`src/rtl/pwm_pkg.sv`:
```
// Shared constants and duty clamp helper for the PWM pulse generator.
package pwm_pkg;

  localparam int CNT_W_DEF  = 6;
  localparam int DUTY_W_DEF = 7;
  localparam int DUTY_FULL  = 64;

  function automatic int unsigned clamp_duty(input int unsigned duty, input int unsigned full);
    return (duty > full) ? full : duty;
  endfunction

endpackage

```
`src/rtl/pwm_deadtime.sv`:
```
// Single-channel rising-edge delay: output rises only after the request has been high
// for DEAD_CYCLES consecutive cycles; falls immediately with the request.
module pwm_deadtime #(
  parameter int DEAD_CYCLES = 2
) (
  input  logic sysclk,
  input  logic reset,
  input  logic enable,
  input  logic raw,
  output logic out
);

  localparam int HW = (DEAD_CYCLES < 1) ? 1 : $clog2(DEAD_CYCLES + 1);
  localparam logic [HW-1:0] DEAD_L = HW'(DEAD_CYCLES);

  logic [HW-1:0] hist_r;
  logic          out_r;

  // Count consecutive high requests (saturating) and gate the registered output on it
  always_ff @(posedge sysclk) begin
    if (reset) begin
      hist_r <= {HW{1'b0}};
      out_r  <= 1'b0;
    end else if (!enable) begin
      hist_r <= {HW{1'b0}};
      out_r  <= 1'b0;
    end else begin
      out_r <= raw && (hist_r == DEAD_L);
      if (!raw) begin
        hist_r <= {HW{1'b0}};
      end else if (hist_r == DEAD_L) begin
        hist_r <= hist_r;
      end else begin
        hist_r <= hist_r + HW'(1);
      end
    end
  end

  assign out = out_r;

endmodule

```
`src/rtl/pwm_pulse_gen.sv`:
```
// Fixed-period PWM generator with period-boundary duty double-buffering.
// Optional dead-time insertion on both outputs when PWM_DEADTIME_EN is defined.
module pwm_pulse_gen
  import pwm_pkg::*;
#(
  parameter int CNT_W       = CNT_W_DEF,
  parameter int DUTY_W      = DUTY_W_DEF,
  parameter int DEAD_CYCLES = 2
) (
  input  logic              sysclk,
  input  logic              reset,
  input  logic              enable,
  input  logic [DUTY_W-1:0] duty_in,
  output logic              pwm_out,
  output logic              pwm_out_n,
  output logic              period_start,
  output logic [DUTY_W-1:0] duty_active
);

  localparam int unsigned    FULL_L  = 32'd1 << CNT_W;
  localparam logic [CNT_W-1:0] CNT_MAX = {CNT_W{1'b1}};

  logic [CNT_W-1:0]  cnt_r;
  logic [DUTY_W-1:0] shadow_r;
  logic [DUTY_W-1:0] dclamp_s;
  logic              pwm_nxt_s;
  logic              pwm_n_nxt_s;
  logic              period_start_r;

  // Clamp request and form the per-cycle compare result
  always_comb begin
    dclamp_s    = DUTY_W'(clamp_duty(32'(duty_in), FULL_L));
    pwm_nxt_s   = enable && (DUTY_W'(cnt_r) < shadow_r);
    pwm_n_nxt_s = enable && !pwm_nxt_s;
  end

  // Period counter and shadow duty; disabled state parks at the last count
  always_ff @(posedge sysclk) begin
    if (reset) begin
      cnt_r    <= CNT_MAX;
      shadow_r <= {DUTY_W{1'b0}};
    end else if (!enable) begin
      cnt_r    <= CNT_MAX;
      shadow_r <= dclamp_s;
    end else begin
      cnt_r <= cnt_r + CNT_W'(1);
      if (cnt_r == CNT_MAX) begin
        shadow_r <= dclamp_s;
      end else begin
        shadow_r <= shadow_r;
      end
    end
  end

  // Period strobe aligned with the first output cycle of each period
  always_ff @(posedge sysclk) begin
    if (reset) begin
      period_start_r <= 1'b0;
    end else begin
      period_start_r <= enable && (cnt_r == {CNT_W{1'b0}});
    end
  end

`ifdef PWM_DEADTIME_EN
  pwm_deadtime #(.DEAD_CYCLES(DEAD_CYCLES)) u_dt_p (
    .sysclk (sysclk),
    .reset  (reset),
    .enable (enable),
    .raw    (pwm_nxt_s),
    .out    (pwm_out)
  );

  pwm_deadtime #(.DEAD_CYCLES(DEAD_CYCLES)) u_dt_n (
    .sysclk (sysclk),
    .reset  (reset),
    .enable (enable),
    .raw    (pwm_n_nxt_s),
    .out    (pwm_out_n)
  );
`else
  logic pwm_r;
  logic pwm_n_r;

  // Registered complementary outputs, both low while disabled
  always_ff @(posedge sysclk) begin
    if (reset) begin
      pwm_r   <= 1'b0;
      pwm_n_r <= 1'b0;
    end else begin
      pwm_r   <= pwm_nxt_s;
      pwm_n_r <= pwm_n_nxt_s;
    end
  end

  assign pwm_out   = pwm_r;
  assign pwm_out_n = pwm_n_r;
`endif

  assign period_start = period_start_r;
  assign duty_active  = shadow_r;

endmodule

```
`config.mk`:
```
export PLATFORM = sky130hd
export DESIGN_NAME = pwm_pulse_gen
export DESIGN_NICKNAME = d
export VERILOG_FILES = /design/src/rtl/pwm_pkg.sv /design/src/rtl/pwm_deadtime.sv /design/src/rtl/pwm_pulse_gen.sv
export SDC_FILE = /design/constraint.sdc
export NUM_CORES = 1
export LEC_CHECK = 0
export BUFFER_PORTS_ARGS = -buffer_cell sky130_fd_sc_hd__buf_2
export CORE_UTILIZATION = 48
export CTS_BUF_LIST = sky130_fd_sc_hd__clkbuf_4
export CTS_CLUSTER_SIZE = 10
export DETAILED_ROUTE_END_ITERATION = 12
export PLACE_DENSITY = 0.78
export SLEW_MARGIN = 5
export SYNTH_ARGS = -nofsm -noshare
export SYNTH_HDL_FRONTEND = slang
export SYNTH_SLANG_ARGS = --single-unit
```
`constraint.sdc`:
```
create_clock -name sysclk -period 1.2 [get_ports sysclk]
set_input_delay 0.06 -clock sysclk [delete_from_list [all_inputs] [get_ports sysclk]]
set_output_delay 0.06 -clock sysclk [all_outputs]
set_load 0.1 [all_outputs]
```
# == Yosys cells after proc, flatten, opt, wreduce, memory -nomap -nowiden ==
# Index checks and enable logic that the tools add are counted.
# op_classes
add_sub_neg,1
n_lt_le_gt_ge,2
eq_ne,2
n_mux,3
n_bitwise,1
n_reduce_logical,6
# op_table
cell,count
7-bit two-way mux,3
7-bit greater-than comparator (second input constant),1
6-bit by 7-bit < comparator with 1-bit output,1
6-bit by 1-bit adder with 6-bit output (second input constant),1
6-bit equality test (second input constant),1
6-bit logical NOT,1
1-bit logical AND,3
2-bit by 1-bit inequality test with 1-bit output (second input constant),1
2-bit OR reduction,1
1-bit logical NOT,1
1-bit inverter,1
# totals
regBits,16
input_bits,10
elab_cells,20

# == Longest topological paths before layout ==
# Gate-level depths: netlist (run 1).
# logic_depth
depth_word,4
ltp_mapped,6
depth_no_buf,6

# == Least setup slack after synthesis (run 1) ==
# OpenSTA, ideal clock, no wires.
# synth_path
kind,register to register
from,"register shadow_r[5], in the netlist duty_active[5]"
to,"register pwm_r, in the netlist pwm_out"
t_arrival_ns,1.884
required_time_ns,1.141
path_slack_ns,-0.743
path_stages_with_launch,7
n_path_buf,0
path_cell_list,dfxtp_1 inv_1 ha_1 a21oi_1 a21oi_1 a21oi_1 and2_1
# synth_via
elab_chain_cells,2
# synth_lines
item,line,source
from (decl),pwm_pulse_gen.sv:24,logic [DUTY_W-1:0] shadow_r;
from (signal assigned),pwm_pulse_gen.sv:41,shadow_r <= {DUTY_W{1'b0}};
from (signal assigned),pwm_pulse_gen.sv:44,shadow_r <= dclamp_s;
from (signal assigned),pwm_pulse_gen.sv:48,shadow_r <= dclamp_s;
6-bit by 7-bit < comparator with 1-bit output,pwm_pulse_gen.sv:33,pwm_nxt_s = enable && (DUTY_W'(cnt_r) < shadow_r);
1-bit logical AND,pwm_pulse_gen.sv:33,
to (signal assigned),pwm_pulse_gen.sv:90,pwm_r <= pwm_nxt_s;
to (decl),pwm_pulse_gen.sv:81,logic pwm_r;
# No other way between the ends.
# A chain may end at the register's enable or synchronous reset.

# == Worst setup path in the final report (run 1) ==
# layout_path
from,register cnt_r[1]
to,"register shadow_r[6], in the netlist duty_active[6]"
# layout_via
elab_chain_cells,2
# layout_lines
item,line,source
from (decl),pwm_pulse_gen.sv:23,logic [CNT_W-1:0] cnt_r;
from (signal assigned),pwm_pulse_gen.sv:46,cnt_r <= cnt_r + CNT_W'(1);
6-bit equality test,pwm_pulse_gen.sv:47,if (cnt_r == CNT_MAX) begin
2-bit by 1-bit inequality test with 1-bit output (no line),--,
to (signal assigned),pwm_pulse_gen.sv:44,
to (signal assigned),pwm_pulse_gen.sv:48,
to (signal assigned),pwm_pulse_gen.sv:50,shadow_r <= shadow_r;
# No other way between the ends.

==> run summary, run 1 <==
fin crit period - 1213 ps
Residual DRC - 0
RSZ-0062 raised after global routing - yes
Hold Crit Class - in -> reg
Setup crit start kind - flop
Clock Tree Root - clkbuf_4
die area - 1743 um2
Seq/Total Area, Yosys - 0.4224
CTS tree - built
status - finished with violations
Clock Latency Late Sink - 280 ps
fin util - 0.7982
Seq cells post-synth - 16
LEAKAGE - 0.4809 nW
total of max-cap violations - 0
clock transition at the registers of the reported paths - 100 ps
DR WL/cell - 12.66 um
skew final - 7.377 ps
PnR Total Power - 1.348 mW
initial antenna violation count - 0
Sw Ratio - 0.3619
placed cell count - 123
Max-slew headroom - 0.6777
post-synth top area cell - dfxtp_1
EDFF count, synth - 0
CTS buffer count - 3
# hold bufs at CTS - 0
critical path capture point type - flop
Mapped Nets - 99
router iterations before antenna repair - 4
post-synth cell types - 24
final worst setup slack - -12.92 ps
Layout Nets - 131
Pwr Density - 1222 nW/um2
critical path arrival - 1380 ps
setup TNS - -18.99 ps
GRT Util Overall - 0.1928
Clock power frac - 0.207
Post-DP HPWL - 1.162 mm
f_max - 824.5 MHz
Crit Path Class - reg -> reg
die span in y - 41.75 um
reg2reg path depth - 5
critical hold path startpoint - duty_in[5]
Initial Util - 0.5484
Warnings, synthesis - 0
Reg2Reg Setup Slack - -10 ps
failing checks - negative setup slack
row cnt - 13
via count - 655
Hold EP - duty_active[5]$_SDFFE_PP0P_
Via density - 5.117
Sink Count - 16
Mean Syn Cell Area - 9.247 um2
Finished Layout Cells - 128
largest net degree at the start of global routing - 10
placed cell area - 1011 um2
buffers added on ports - 19
number of antenna cells inserted - 0
Placer Congestion - 0.7598
Area Overhead vs Synth - 45.54%
worst-path fanout max - 6
Filler cells - 93
detailed router's first-iteration violation count - 9
Die X - 41.75 um
worst slew pin tran - 486.8 ps
setup violators final - 3
Post-Route WL - 1.621 mm
remaining antenna violation count - 0
global-route wire length before repair - 2.559 mm
top cells by area, synth - dfxtp_1, ha_1, a21oi_1
Primary FF master, synth - dfxtp_1
worst hold margin - 47.10 ps
Mapped Area - 758.2 um2
synth cell count leaders - dfxtp_1, a21oi_1, ha_1, inv_1, nand2_1
final count of hold timing violations - 0
Worst VDD drop - 0.8442 mV
sequential share of power - 0.445
core area - 1383 um2
worst r2r src - cnt_r[1]$_SDFF_PP1_
Hold Path Depth - 3
post-synthesis cell count - 82
Crit path required time - 1360 ps
gr ovfl total - 0
H-Tree Level Count - 1
RR Endpoint - duty_active[6]$_SDFFE_PP0P_
ys async rst share - 0
pre-CTS WS - -66.00 ps
layout cells sized above 1 - 0.6283
final instance area - 1104 um2
Clock Tree Buf Depth - 2
NetSw - 487.9 uW
Synth top area share - 0.4224
Slew Viols, Final - 0
Top Ports - 20
Internal - 860.3 uW
number of global-route vias before repair - 601
most common cell in the netlist - dfxtp_1
part of the cycle the worst path needs - 1.011
Logic pwr share - 0.348
## area by class of cell
cell class                      count  area [um2]  share of cell area
Clock buffer                        3       22.52             0.02041
Multi-Input combinational cell     57       505.5              0.4580
Tap cell                           15       18.77             0.01701
Clock inverter                      1       3.754            0.003401
Inverter                            7       31.28             0.02834
Sequential cell                    16       351.6              0.3186
Timing Repair Buffer               29       170.2              0.1542
## repair_timing
item	CTS	global route
pin swaps	2	3
hold endpoints to repair	0	0
setup buffers	0	1
setup endpoints to repair	8	9
resized for setup	9	6
gates cloned	1	0
## cells by family after synthesis
group	count (synthesis)	synth area share
buffers and inverters	10	0.06105
multiplexers	2	0.02640
AO/OA/AOI/OAI	11	0.07755
XOR/XNOR	4	0.04621
adder cells (fa/ha/maj)	7	0.1155
flip-flops	16	0.4224
AND/OR/NAND/NOR	32	0.2508
## placed cells by master (no fill, tap or decap), types with 3 or more instances in the layout
cell	n
buf_2	19
buf_4	10
nand2_1	7
dfxtp_2	7
nand3b_1	6
dfxtp_4	6
a21oi_2	5
nor2b_1	4
or2_2	4
a21oi_1	4
ha_4	4
inv_2	3
ha_1	3
clkbuf_4	3
dfxtp_1	3
## per-layer routing
metal,vias to the layer above,wire length (um),global-route usage,part of all wire
met5,-,0,0,0
met2,13,817,0.3563,0.50
met1,301,746,0.2189,0.46
met3,2,48,0.02609,0.030
li1,339,-,-,-
met4,0,10,0.07742,0.0062
## power groups by stage
stage | registers [mW] | logic (mW) | clock network, mW
2_1_floorplan | 0.751 | 0.181 | 0
3_3_place_gp | 0.607 | 0.418 | 0
3_5_place_dp | 0.608 | 0.432 | 0
4_1_cts | 0.602 | 0.456 | 0.292
5_1_grt | 0.605 | 0.505 | 0.318
6_report | 0.600 | 0.469 | 0.279
## sequential cells by signal, indices dropped and copies added (netlist names)
register / flops
pwm_out: 1
pwm_out_n: 1
cnt_r: 6
period_start: 1
duty_active: 7
## worst max path at each step
stage | start | to | slack [ps] | cells past startpoint
detailed placement | cnt_r[1]$_SDFF_PP1_ | duty_active[6]$_SDFFE_PP0P_ | -70 | 6
finish | cnt_r[1]$_SDFF_PP1_ | duty_active[6]$_SDFFE_PP0P_ | -10 | 5
CTS | cnt_r[1]$_SDFF_PP1_ | duty_active[6]$_SDFFE_PP0P_ | -40 | 5
global placement | cnt_r[1]$_SDFF_PP1_ | duty_active[2]$_SDFFE_PP0P_ | -60 | 6
global route | cnt_r[0]$_SDFF_PP1_ | duty_active[6]$_SDFFE_PP0P_ | -60 | 5
floorplan | duty_active[5]$_SDFFE_PP0P_ | pwm_out$_SDFF_PP0_ | -150 | 5
## critical path: stages (launching register included)
cell and delay [ps]:
dfxtp_4 370, ha_4 140, nand3_4 90, o21ai_4 230, mux2i_1 220, nor2_1 50
Power figures use the tool's default switching activity.
==> run 2, diff against run 1 <==
- CORE_UTILIZATION: 48 -> 44
- CTS_BUF_LIST: sky130_fd_sc_hd__clkbuf_4 -> default
- PLACE_DENSITY: 0.78 -> 0.72
- SETUP_SLACK_MARGIN: default -> 0.05
==> run summary, run 2 (synthesis gave the netlist of run 1 again) <==
status - finished with violations
failing checks - design-rule violations, negative setup slack
Die X - 43.51 um (+4.2%)
commonest non-fill, non-tap cells in the layout - buf_2, buf_4, a21oi_2
remaining antenna violation count - 0 (unchanged)
via count - 664 (+1.4%)
worst-path fanout max - 6 (unchanged)
initial antenna violation count - 0 (unchanged)
Initial Util - 0.4864 (-0.06206)
buffers added on ports - 19 (unchanged)
Max-slew headroom - 0.6780 (about the same)
detailed router's first-iteration violation count - 5 (-4)
Clock Latency Late Sink - 280 ps (about the same)
layout cells sized above 1 - 0.6667 (+0.03835)
Via density - 5.108 (-0.19%)
setup violators final - 7 (+4)
Clock Tree Root - clkbuf_4
LEAKAGE - 0.4905 nW (+2.0%)
max reg flops - 7 (unchanged)
total of max-cap violations - 0 (unchanged)
global-route wire length before repair - 2.539 mm (-0.78%)
# hold bufs at CTS - 0 (unchanged)
router iterations before antenna repair - 8 (+4)
Setup crit start kind - flop
gr ovfl total - 0 (unchanged)
critical path arrival - 1470 ps (+90 ps)
Slew Viols, Final - 0 (unchanged)
GRT Util Overall - 0.1817 (-0.01102)
Top Ports - 20 (unchanged)
critical path capture point type - flop
Filler cells - 116 (+25%)
f_max - 799.5 MHz (-3.0%)
Residual DRC - 2 (+2)
pre-CTS WS - -59.09 ps (+6.914 ps)
die area - 1893 um2 (+8.6%)
H-Tree Level Count - 1 (unchanged)
clock transition at the registers of the reported paths - 100 ps (about the same)
Worst VDD drop - 0.6905 mV (-18%)
Pwr Density - 1206 nW/um2 (-1.3%)
Clock Tree Buf Depth - 2 (unchanged)
CTS tree - built
crit path from - cnt_r[1]$_SDFF_PP1_
Layout Nets - 132 (+0.76%)
largest net degree at the start of global routing - 13 (+3)
critical hold path startpoint - duty_in[5]
setup TNS - -166.2 ps (-147.2 ps)
Hold Crit Class - in -> reg
fin crit period - 1251 ps (+37.84 ps)
skew final - 11.18 ps (+3.803 ps)
Crit Path Class - reg -> reg
row cnt - 14 (+1)
Sink Count - 16 (unchanged)
DR WL/cell - 12.36 um (-2.4%)
Placer Congestion - 0.7301 (-3.9%)
worst r2r src - cnt_r[1]$_SDFF_PP1_
final count of hold timing violations - 0 (unchanged)
Post-DP HPWL - 1.065 mm (-8.4%)
RSZ-0062 raised after global routing - yes
Area Overhead vs Synth - 51.48%
Crit path required time - 1420 ps (+60 ps)
number of global-route vias before repair - 622 (+3.5%)
commonest non-fill, non-tap cell in the layout - buf_2
worst slew pin tran - 486.3 ps (-0.4486 ps)
Reg2Reg Setup Slack - -50 ps (-40 ps)
part of the cycle the worst path needs - 1.042 (+0.03153)
placed cell count - 124 (+0.81%)
number of antenna cells inserted - 0 (unchanged)
Finished Layout Cells - 130 (+1.6%)
CTS buffer count - 3 (unchanged)
final worst setup slack - -50.76 ps (-37.84 ps)
core area - 1559 um2 (+13%)
die span in y - 43.51 um (+4.2%)
Post-Route WL - 1.607 mm (-0.86%)
run 2: cell types whose count changed in the layout (fill, tap and decap cells not counted), moves of 2 or more:
cell      change
a21oi_1       -4
a21oi_2       +4
buf_2         -2
buf_6         +2
clkbuf_4      +2
or2_2         -2
or2_4         +2
run 2: area by class of cell:
| class | instances | area, um2 | area share |
|---|---|---|---|
| Multi-Input combinational cell | 56 | 521.8 | 0.4542 |
| Sequential cell | 16 | 351.6 | 0.3061 |
| Timing Repair Buffer | 31 | 197.7 | 0.1721 |
| Inverter | 7 | 31.28 | 0.02723 |
| Clock buffer | 4 | 26.28 | 0.02288 |
| Tap cell | 16 | 20.02 | 0.01743 |
run 2: final timing paths:
check,end,cells after the start
max,duty_active[2]$_SDFFE_PP0P_,6
min,duty_active[5]$_SDFFE_PP0P_,3
max reg2reg,duty_active[2]$_SDFFE_PP0P_,6
min reg2reg,duty_active[0]$_SDFFE_PP0P_,2
run 2: metrics by stage:
stage                     hold WS [ps]    util  power (mW)  instance area (um2)
after floorplan                  207.1       -      0.9325                842.1
after global placement           322.0  0.6493       1.024                 1012
after detailed placement         321.0  0.6493       1.033                 1012
after CTS                        25.28  0.6854       1.333                 1069
after global routing             36.06  0.7368       1.466                 1149
final                            30.28  0.7368       1.385                 1149
run 2: repair_timing:
action,4_1_cts,5_1_grt
gates cloned,0,1
endpoints found under the setup margin,10,13
pin swaps,1,6
setup buffers,0,1
gates resized for setup,8,18
run 2: per-layer routing:
metal | track usage | vias to the layer above | part of all wire
met5 | 0 | - | 0
li1 | - | 340 | -
met1 | 0.2156 | 306 | 0.47
met3 | 0.03750 | 5 | 0.029
met4 | 0.05625 | 0 | 0.012
met2 | 0.3273 | 13 | 0.49
run 2: where the power goes:
group | internal (mW) | total, mW | switching (mW)
registers | 0.565 | 0.602 | 0.0367
logic | 0.198 | 0.495 | 0.297
clock network | 0.129 | 0.288 | 0.160
total | 0.892 | 1.39 | 0.494
run 2: critical path, stage by stage (launching register included):
cell     delay (ps)
dfxtp_4         370
ha_4            170
nand3_4          70
o21ai_4          60
buf_6           130
or2_2           270
a21oi_2         120
